<file path="config.mk">
export PLATFORM = sky130hd
export DESIGN_NAME = spi_adc_responder
export DESIGN_NICKNAME = d
export VERILOG_FILES = /design/src/rtl/spi_adc_responder.sv
export SDC_FILE = /design/constraint.sdc
export NUM_CORES = 1
export LEC_CHECK = 0
export BUFFER_PORTS_ARGS = -buffer_cell sky130_fd_sc_hd__buf_4
export CORE_MARGIN = 8
export CORE_UTILIZATION = 54
export CTS_CLUSTER_DIAMETER = 60
export DETAILED_ROUTE_END_ITERATION = 12
export HOLD_SLACK_MARGIN = 0.02
export PLACE_DENSITY = 0.79
export SLEW_MARGIN = 0
export SYNTH_ARGS = -nofsm -noshare
export SYNTH_HDL_FRONTEND = slang
export SYNTH_SLANG_ARGS = --single-unit
</file>
<file path="constraint.sdc">
create_clock -name clk_i -period 4 [get_ports clk_i]
set_clock_uncertainty 0.05 [all_clocks]
set_input_delay 0.8 -clock clk_i [delete_from_list [all_inputs] [get_ports clk_i]]
set_output_delay 0.8 -clock clk_i [all_outputs]
set_load 0.01 [all_outputs]
</file>
<file path="src/rtl/spi_adc_responder.sv">
// SPI register-file responder: 16-bit frames, R/W + 7-bit address + data.
// Optional read-back path enabled by defining SPI_ADC_RESPONDER_READ_EN.
module spi_adc_responder #(
  parameter int              NREG    = 16,
  parameter logic [8*NREG-1:0] RST_VAL = '0
) (
  input  logic              clk_i,
  input  logic              rstn_i,
  input  logic              spi_cs_i,
  input  logic              spi_clk_i,
  input  logic              spi_mosi_i,
  output logic              spi_miso_o,
  output logic              spi_miso_t,
  output logic [8*NREG-1:0] regs_o,
  output logic              wr_stb_o,
  output logic [6:0]        wr_adr_o,
  output logic              frm_err_o
);

  localparam int AW = (NREG > 1) ? $clog2(NREG) : 1;
  localparam logic [7:0] NREG_W = 8'(NREG);

  typedef enum logic [1:0] {
    IDLE,
    ADDR,
    DATA,
    WAIT
  } state_t;

  state_t      state_q;
  logic [3:0]  bit_cnt_q;
  logic [6:0]  shreg_q;
  logic        rw_q;
  logic [6:0]  adr_q;
  logic [7:0]  regs_q [NREG];

  logic cs_s1, cs_s2, cs_s3;
  logic sclk_s1, sclk_s2, sclk_s3;
  logic mosi_s1, mosi_s2;

  logic cs_fall;
  logic cs_rise;
  logic sclk_rise;
  logic adr_ok;

  // CS resets low so a frame already in flight at reset release
  // never produces a falling edge; the next real frame must start.
  always_ff @(posedge clk_i or negedge rstn_i) begin
    if (!rstn_i) begin
      cs_s1   <= 1'b0;
      cs_s2   <= 1'b0;
      cs_s3   <= 1'b0;
      sclk_s1 <= 1'b1;
      sclk_s2 <= 1'b1;
      sclk_s3 <= 1'b1;
      mosi_s1 <= 1'b0;
      mosi_s2 <= 1'b0;
    end else begin
      cs_s1   <= spi_cs_i;
      cs_s2   <= cs_s1;
      cs_s3   <= cs_s2;
      sclk_s1 <= spi_clk_i;
      sclk_s2 <= sclk_s1;
      sclk_s3 <= sclk_s2;
      mosi_s1 <= spi_mosi_i;
      mosi_s2 <= mosi_s1;
    end
  end

  assign cs_fall   = cs_s3 & ~cs_s2;
  assign cs_rise   = ~cs_s3 & cs_s2;
  assign sclk_rise = ~sclk_s3 & sclk_s2;
  assign adr_ok    = {1'b0, adr_q} < NREG_W;

  // Frame decoder, register file and write/abort strobes.
  always_ff @(posedge clk_i or negedge rstn_i) begin
    if (!rstn_i) begin
      state_q   <= IDLE;
      bit_cnt_q <= '0;
      shreg_q   <= '0;
      rw_q      <= 1'b0;
      adr_q     <= '0;
      wr_stb_o  <= 1'b0;
      wr_adr_o  <= '0;
      frm_err_o <= 1'b0;
      for (int n = 0; n < NREG; n++) begin
        regs_q[n] <= RST_VAL[8*n +: 8];
      end
    end else begin
      wr_stb_o  <= 1'b0;
      frm_err_o <= 1'b0;
      unique case (state_q)
        IDLE: begin
          if (cs_fall) begin
            state_q   <= ADDR;
            bit_cnt_q <= '0;
          end
        end
        ADDR: begin
          if (cs_rise) begin
            state_q   <= IDLE;
            bit_cnt_q <= '0;
            frm_err_o <= 1'b1;
          end else if (sclk_rise) begin
            shreg_q   <= {shreg_q[5:0], mosi_s2};
            bit_cnt_q <= bit_cnt_q + 4'd1;
            if (bit_cnt_q == 4'd7) begin
              state_q <= DATA;
              rw_q    <= shreg_q[6];
              adr_q   <= {shreg_q[5:0], mosi_s2};
            end
          end
        end
        DATA: begin
          if (cs_rise) begin
            state_q   <= IDLE;
            bit_cnt_q <= '0;
            frm_err_o <= 1'b1;
          end else if (sclk_rise) begin
            shreg_q   <= {shreg_q[5:0], mosi_s2};
            bit_cnt_q <= bit_cnt_q + 4'd1;
            if (bit_cnt_q == 4'd15) begin
              state_q   <= WAIT;
              bit_cnt_q <= '0;
              if (!rw_q && adr_ok) begin
                regs_q[adr_q[AW-1:0]] <= {shreg_q, mosi_s2};
                wr_stb_o <= 1'b1;
                wr_adr_o <= adr_q;
              end
            end
          end
        end
        WAIT: begin
          if (cs_rise) begin
            state_q <= IDLE;
          end
        end
        default: state_q <= IDLE;
      endcase
    end
  end

  for (genvar g = 0; g < NREG; g++) begin : g_regs
    assign regs_o[8*g +: 8] = regs_q[g];
  end

`ifdef SPI_ADC_RESPONDER_READ_EN
  logic       sclk_fall;
  logic [6:0] rd_adr;
  logic [7:0] rd_byte;
  logic [7:0] miso_sh_q;
  logic       miso_q;
  logic       miso_t_q;
  logic       rd_load;
  logic       rd_end;

  assign sclk_fall = sclk_s3 & ~sclk_s2;
  assign rd_adr    = {shreg_q[5:0], mosi_s2};
  assign rd_byte   = ({1'b0, rd_adr} < NREG_W) ?
                     regs_q[rd_adr[AW-1:0]] : 8'h00;
  assign rd_load   = (state_q == ADDR) && !cs_rise && sclk_rise &&
                     (bit_cnt_q == 4'd7) && shreg_q[6];
  assign rd_end    = cs_rise || (sclk_rise && bit_cnt_q == 4'd15);

  // Read shifter: load at the address boundary, shift on SPI falls.
  always_ff @(posedge clk_i or negedge rstn_i) begin
    if (!rstn_i) begin
      miso_sh_q <= '0;
      miso_q    <= 1'b0;
      miso_t_q  <= 1'b1;
    end else if (rd_load) begin
      miso_sh_q <= rd_byte;
      miso_q    <= 1'b0;
      miso_t_q  <= 1'b0;
    end else if (state_q == DATA && !rd_end) begin
      if (sclk_fall && rw_q) begin
        miso_q    <= miso_sh_q[7];
        miso_sh_q <= {miso_sh_q[6:0], 1'b0};
      end
    end else begin
      miso_q   <= 1'b0;
      miso_t_q <= 1'b1;
    end
  end

  assign spi_miso_o = miso_q;
  assign spi_miso_t = miso_t_q;
`else
  assign spi_miso_o = 1'b0;
  assign spi_miso_t = 1'b1;
`endif

endmodule

</file>
==> out/metrics.yaml, run 1 <==
power_and_ir_drop:
  power_leakage_nw: 4.45
  ir_drop_mv: 0.346
  seq_power_share: 0.504
  combPwrFrac: 0.086
  p_clk_frac: 0.410
  p_per_area_mw_per_mm2: 471
  power.internal_w: 0.00287
  sw_frac_of_total: 0.268
  p_switching_w: 0.00105
critical_path:
  worst_r2r_endpoint: "regs_o[115]"
  crit_end: "regs_o[115]"
  rrSetupSlack_ns: 0.91
  arrival_ns: 3.34
  r2r_start: "state_q[0]"
  cp_max_fo: 11
  reg2reg_depth: 6
  required_ns: 4.25
  critPathKind: "reg -> reg"
  end_kind: "register"
  critPathLaunch: "state_q[0]"
  start_kind: "register"
worst_hold_path:
  hold_path_class: "reg -> reg"
  min_path_cells: 0
drt:
  wl_met3_mm: 1.51
  ant_nets: 0
  wl_met1_mm: 6.15
  dr.pass1.iters: 4
  routed-wl-met2_mm: 7.50
  vias: 4108
  viasPerCell: 5.61
  wl_mm: 15.4
  drt-initial-drc-count: 232
  drc: 0
  top_layer_used: "met4"
  wl_per_cell_um: 21.0
clocking:
  cts_tree: "yes"
  cts_resized: 0
  cts.sinks: 166
  postCtsHoldBufs: 0
  cts_buffers: 17
  max-clock-path-buffers: 2
  htree_levels: 4
  clock_latency_ns: 0.41
  clock_tree.root_cell: "clkbuf_16"
  clkTransAtPathRegs_ns: 0.06
  post_cts_buffers: 0
logic_synthesis:
  synth_seq_area_share: 0.632
  yosys_warnings: 0
  async_flop_share: 1.00
  synth-seq-cells: 166
  synth_edf_count: 0
  ys_types: 42
  yosys_most_used_dff: "dfrtp_1"
  synth.avg_cell_area_um2: 15.1
  synth_nets: 448
  netlist_instances: 436
  mappedNetlistArea_mm2: 0.00658
placed_design:
  dp_slack_ns: 0.915
  dpl_cell_area_mm2: 0.00774
  dp_hpwl_mm: 10.4
  gp_congestion: 0.838
  placedCellCount: 701
  io_buffers: 141
layout:
  stdcell_area_mm2: 0.00832
  diodes: 0
  fin_nets: 585
  final_util: 0.696
  final_cell_mix: "dfrtp_1, mux2_2, buf_4"
  layout.cells.non_filler: 732
  fill_cells: 796
  final_common_cell: "dfrtp_1"
  final_layout_size_suffix_gt1_frac: 0.561
  syn_to_final_growth_pct: 26.5
die:
  fp.dieW_um: 126
  start_util: 0.550
  core.rowCount: 40
  design.portCount: 144
  fp.coreArea_mm2: 0.0120
  die_h_um: 126
  die-area_mm2: 0.0160
sta:
  hold_viol_final: 0
  period_share: 0.773
  drv_slew: 0
  slew_headroom: 0.366
  fin_setup_tns_ns: 0
  fin_crit_ns: 3.09
  setup_violations: 0
  rsz0062_at_grt: "no"
  max_freq_mhz: 323
  worstMarginPinSlew_ns: 0.943
  fin_ws_ns: 0.909
run:
  cap_viol_max_count: 0
global_routing:
  antenna_found_initial: 0
  grt_max_degree: 91
  grt_usage: 0.200
  grt_overflow: 0
  grt_pass1_vias: 4461
  grt_pass1_wl_mm: 24.7
run_status:
  status: "completed"
## how the worst min path moves through the flow
stage          startpoint      end  slack, ns
2_1_floorplan       cs_s1    cs_s2       0.28
3_3_place_gp        cs_s1    cs_s2       0.29
3_5_place_dp      mosi_s1  mosi_s2       0.29
4_1_cts           mosi_s1  mosi_s2       0.30
5_1_grt           mosi_s1  mosi_s2       0.31
6_report          mosi_s1  mosi_s2       0.30
## state kept, by name, indices dropped and copies added, names as in the netlist, 2 cells and up
register and cells:
regs_o 128, state_q 2, shreg_q 7, adr_q 7
wr_adr_o 7, bit_cnt_q 4
## kinds of logic (layout without fill, tap and decap cells)
logic type               count (synthesis)  after routing  synth area share
AND/OR/NAND/NOR                         73             73            0.0696
adder cells (fa/ha/maj)                  7              7            0.0133
AO/OA/AOI/OAI                           14             14            0.0164
other                                    2              2           0.00114
buffers and inverters                   29            178            0.0196
multiplexers                           145            145             0.248
flip-flops                             166            166             0.632
## cells in the mapped netlist (2+ instances only)
cell type,count,share of area
o221ai_1,3,0.0040
nand2_1,18,0.010
ha_1,7,0.013
mux2_2,145,0.25
nor3_1,3,0.0023
nand4_1,2,0.0019
nor2b_1,7,0.0067
nor2_1,10,0.0057
a32o_1,2,0.0030
nand2b_1,4,0.0038
and4_1,2,0.0027
dfrtp_1,163,0.62
nand4b_1,2,0.0027
and2_2,3,0.0034
buf_4,3,0.0034
nand3_1,10,0.0076
dfstp_2,3,0.012
buf_1,6,0.0034
inv_1,4,0.0023
conb_1,2,0.0011
and3_1,2,0.0019
clkbuf_1,14,0.0080
o21ai_0,2,0.0015
## power groups by stage
| stage | clock (W) | combinational [W] | sequential, W |
|---|---|---|---|
| after detailed placement | 0 | 0.000324 | 0.00201 |
| final | 0.00161 | 0.000336 | 0.00198 |
| after global placement | 0 | 0.000307 | 0.00200 |
| after CTS | 0.00164 | 0.000332 | 0.00198 |
| after global routing | 0.00171 | 0.000378 | 0.00200 |
| after floorplan | 0 | 0.000347 | 0.00179 |
## layout make-up
class | count | area [um2] | share of cell area
repair buffers | 143 | 1090 | 0.131
clock buffers | 23 | 458 | 0.0550
multi-input cells | 241 | 2290 | 0.276
well taps | 147 | 184 | 0.0221
clock inverters | 8 | 125 | 0.0150
flip-flops and latches | 166 | 4160 | 0.500
inverters | 4 | 15.0 | 0.00180
## worst max-delay path, stage by stage (launching register included)
cell     delay (ns)
dfrtp_1        0.42
inv_1          0.14
ha_1           0.28
or4b_4         0.51
or4_4          0.61
nor4b_4        0.56
mux2_2         0.40
## per-stage QoR
step / hold WS (ns) / power (W)
global placement: 0.285 / 0.00231
CTS: 0.303 / 0.00395
finish: 0.300 / 0.00392
detailed placement: 0.289 / 0.00234
global route: 0.306 / 0.00408
floorplan: 0.281 / 0.00214
## per-layer routing
metal / vias up / track usage
met5: - / 0
met4: 0 / 0.0679
met2: 147 / 0.318
li1: 1808 / -
met3: 23 / 0.0917
met1: 2130 / 0.235
Power figures use the tool's default switching activity.
==> run 2, diff against run 1 <==
==> constraint.sdc (replaced) <==
create_clock -name clk_i -period 3 [get_ports clk_i]
set_clock_uncertainty 0.05 [all_clocks]
set_input_delay 0.6 -clock clk_i [delete_from_list [all_inputs] [get_ports clk_i]]
set_output_delay 0.6 -clock clk_i [all_outputs]
set_load 0.01 [all_outputs]
==> out/metrics.yaml, run 2 (same netlist as run 1, synthesis figures left out) <==
placed_design:
  io_buffers: 141  # unchanged
  dpl_cell_area_mm2: 0.00779  # +0.65%
  dp_hpwl_mm: 10.7  # +2.9%
  gp_congestion: 0.839  # +0.11%
critical_path:
  start_kind: "register"
  critPathKind: "reg -> reg"
  cp_max_fo: 9  # -2
  arrival_ns: 3.12  # -0.22 ns
  r2r_start: "state_q[0]"
  required_ns: 3.25  # -1.00 ns
  critPathLaunch: "state_q[0]"
  end_kind: "register"
layout:
  stdcell_area_mm2: 0.00835  # +0.38%
  fin_nets: 592  # +1.2%
  syn_to_final_growth_pct: 27.0
  largest_reg_flops: 128  # unchanged
  final_cell_mix: "dfrtp_1, buf_4, mux2_2"
  final_common_cell: "dfrtp_1"
  diodes: 0  # unchanged
  final_layout_size_suffix_gt1_frac: 0.566  # +0.00542
global_routing:
  grt_max_degree: 77  # -15%
  grt_usage: 0.201  # +0.00124
  grt_overflow: 0  # unchanged
  grt_pass1_wl_mm: 24.9  # +0.84%
  grt_pass1_vias: 4481  # +0.45%
  antenna_found_initial: 0  # unchanged
die:
  core.rowCount: 40  # unchanged
  fp.dieW_um: 126  # unchanged
  design.portCount: 144  # unchanged
  die_h_um: 126  # unchanged
  start_util: 0.550  # unchanged
  fp.coreArea_mm2: 0.0120  # unchanged
  die-area_mm2: 0.0160  # unchanged
sta:
  fin_setup_tns_ns: 0  # unchanged
  hold_ws_ns: 0.153  # -0.147 ns
  rsz0062_at_grt: "no"
  slew_headroom: 0.439  # +0.0725
  max_freq_mhz: 348  # +7.7%
  worstMarginPinSlew_ns: 0.842  # -0.102 ns
  setup_violations: 0  # unchanged
  drv_slew: 0  # unchanged
  period_share: 0.957  # +0.184
  hold_viol_final: 0  # unchanged
  fin_crit_ns: 2.87  # -0.221 ns
power_and_ir_drop:
  ir_drop_mv: 0.491  # +42%
  power_leakage_nw: 4.48  # +0.79%
  p_per_area_mw_per_mm2: 612  # +30%
drt:
  wl_mm: 15.5  # +1.0%
  ant_nets: 0  # unchanged
  wl_per_cell_um: 21.1  # +0.34%
  dr.pass1.iters: 5  # +1
  drc: 0  # unchanged
  drt-initial-drc-count: 227  # -2.2%
  viasPerCell: 5.52  # -1.7%
  vias: 4065  # -1.0%
clocking:
  clkTransAtPathRegs_ns: 0.06  # about the same
  postCtsHoldBufs: 0  # unchanged
  max-clock-path-buffers: 2  # unchanged
  cts_buffers: 17  # unchanged
  clock_latency_ns: 0.42  # about the same
  clock_tree.root_cell: "clkbuf_16"
  cts_tree: "yes"
  htree_levels: 4  # unchanged
  cts.sinks: 166  # unchanged
worst_hold_path:
  hold_path_class: "in -> async"
run_status:
  status: "completed"
run:
  cap_viol_max_count: 0  # unchanged
[run 2: changes by cell type in the layout (fill, tap and decap cells not counted), sizes merged]
cell	delta
clkbuf	+1
bufinv	-1
buf	+7
clkinvlp	-4
clkinv	+2
[run 2: final timing paths]
check / to / slack [ns] / cells after the start
worst max register to register: regs_o[91] / 0.13 / 6
worst min-delay path: regs_o[66] / 0.15 / 1
min in group clk_i: mosi_s1 / 0.24 / 1
worst max-delay path: regs_o[91] / 0.13 / 6
worst min register to register: cs_s2 / 0.30 / 0
max in group asynchronous: sclk_s3 / 1.97 / 2
[run 2: final cells by class]
cell class / count / area (um2)
flip-flops and latches: 166 / 4160
fillers: 809 / 3610
multi-input cells: 241 / 2300
repair buffers: 150 / 1150
clock buffers: 24 / 472
well taps: 147 / 184
clock inverters: 5 / 75.1
inverters: 4 / 15.0
[run 2: worst max-delay path: stages, from the launching register on]
cell	delay, ns
dfrtp_1	0.41
inv_1	0.14
ha_2	0.26
or4b_4	0.50
or4_4	0.54
nor3b_4	0.46
mux2_2	0.39
[run 2: routing by layer]
layer | wire (um) | track usage
met5 | 0 | 0
met4 | 179 | 0.0694
met3 | 1450 | 0.0897
met2 | 7660 | 0.328
met1 | 6240 | 0.231
[run 2: stage by stage]
step	utilization	worst slack [ns]	total power [W]	std cells
6_report	0.698	0.130	0.00511	737
5_1_grt	0.698	0.000331	0.00532	737
4_1_cts	0.697	0.00505	0.00514	735
3_5_place_dp	0.651	0.0225	0.00310	706
3_3_place_gp	0.651	0.135	0.00307	706
2_1_floorplan	-	0.150	0.00285	436
[run 2: report_power, final]
part / switching, W / internal [W]
Combinational: 0.000237 / 0.000198
Sequential: 0.000325 / 0.00231
Clock: 0.000790 / 0.00125
[run 2: what timing repair did]
action	in CTS	in global routing
gates resized for setup	0	1
endpoints found under the setup margin	0	43
setup buffers	0	2
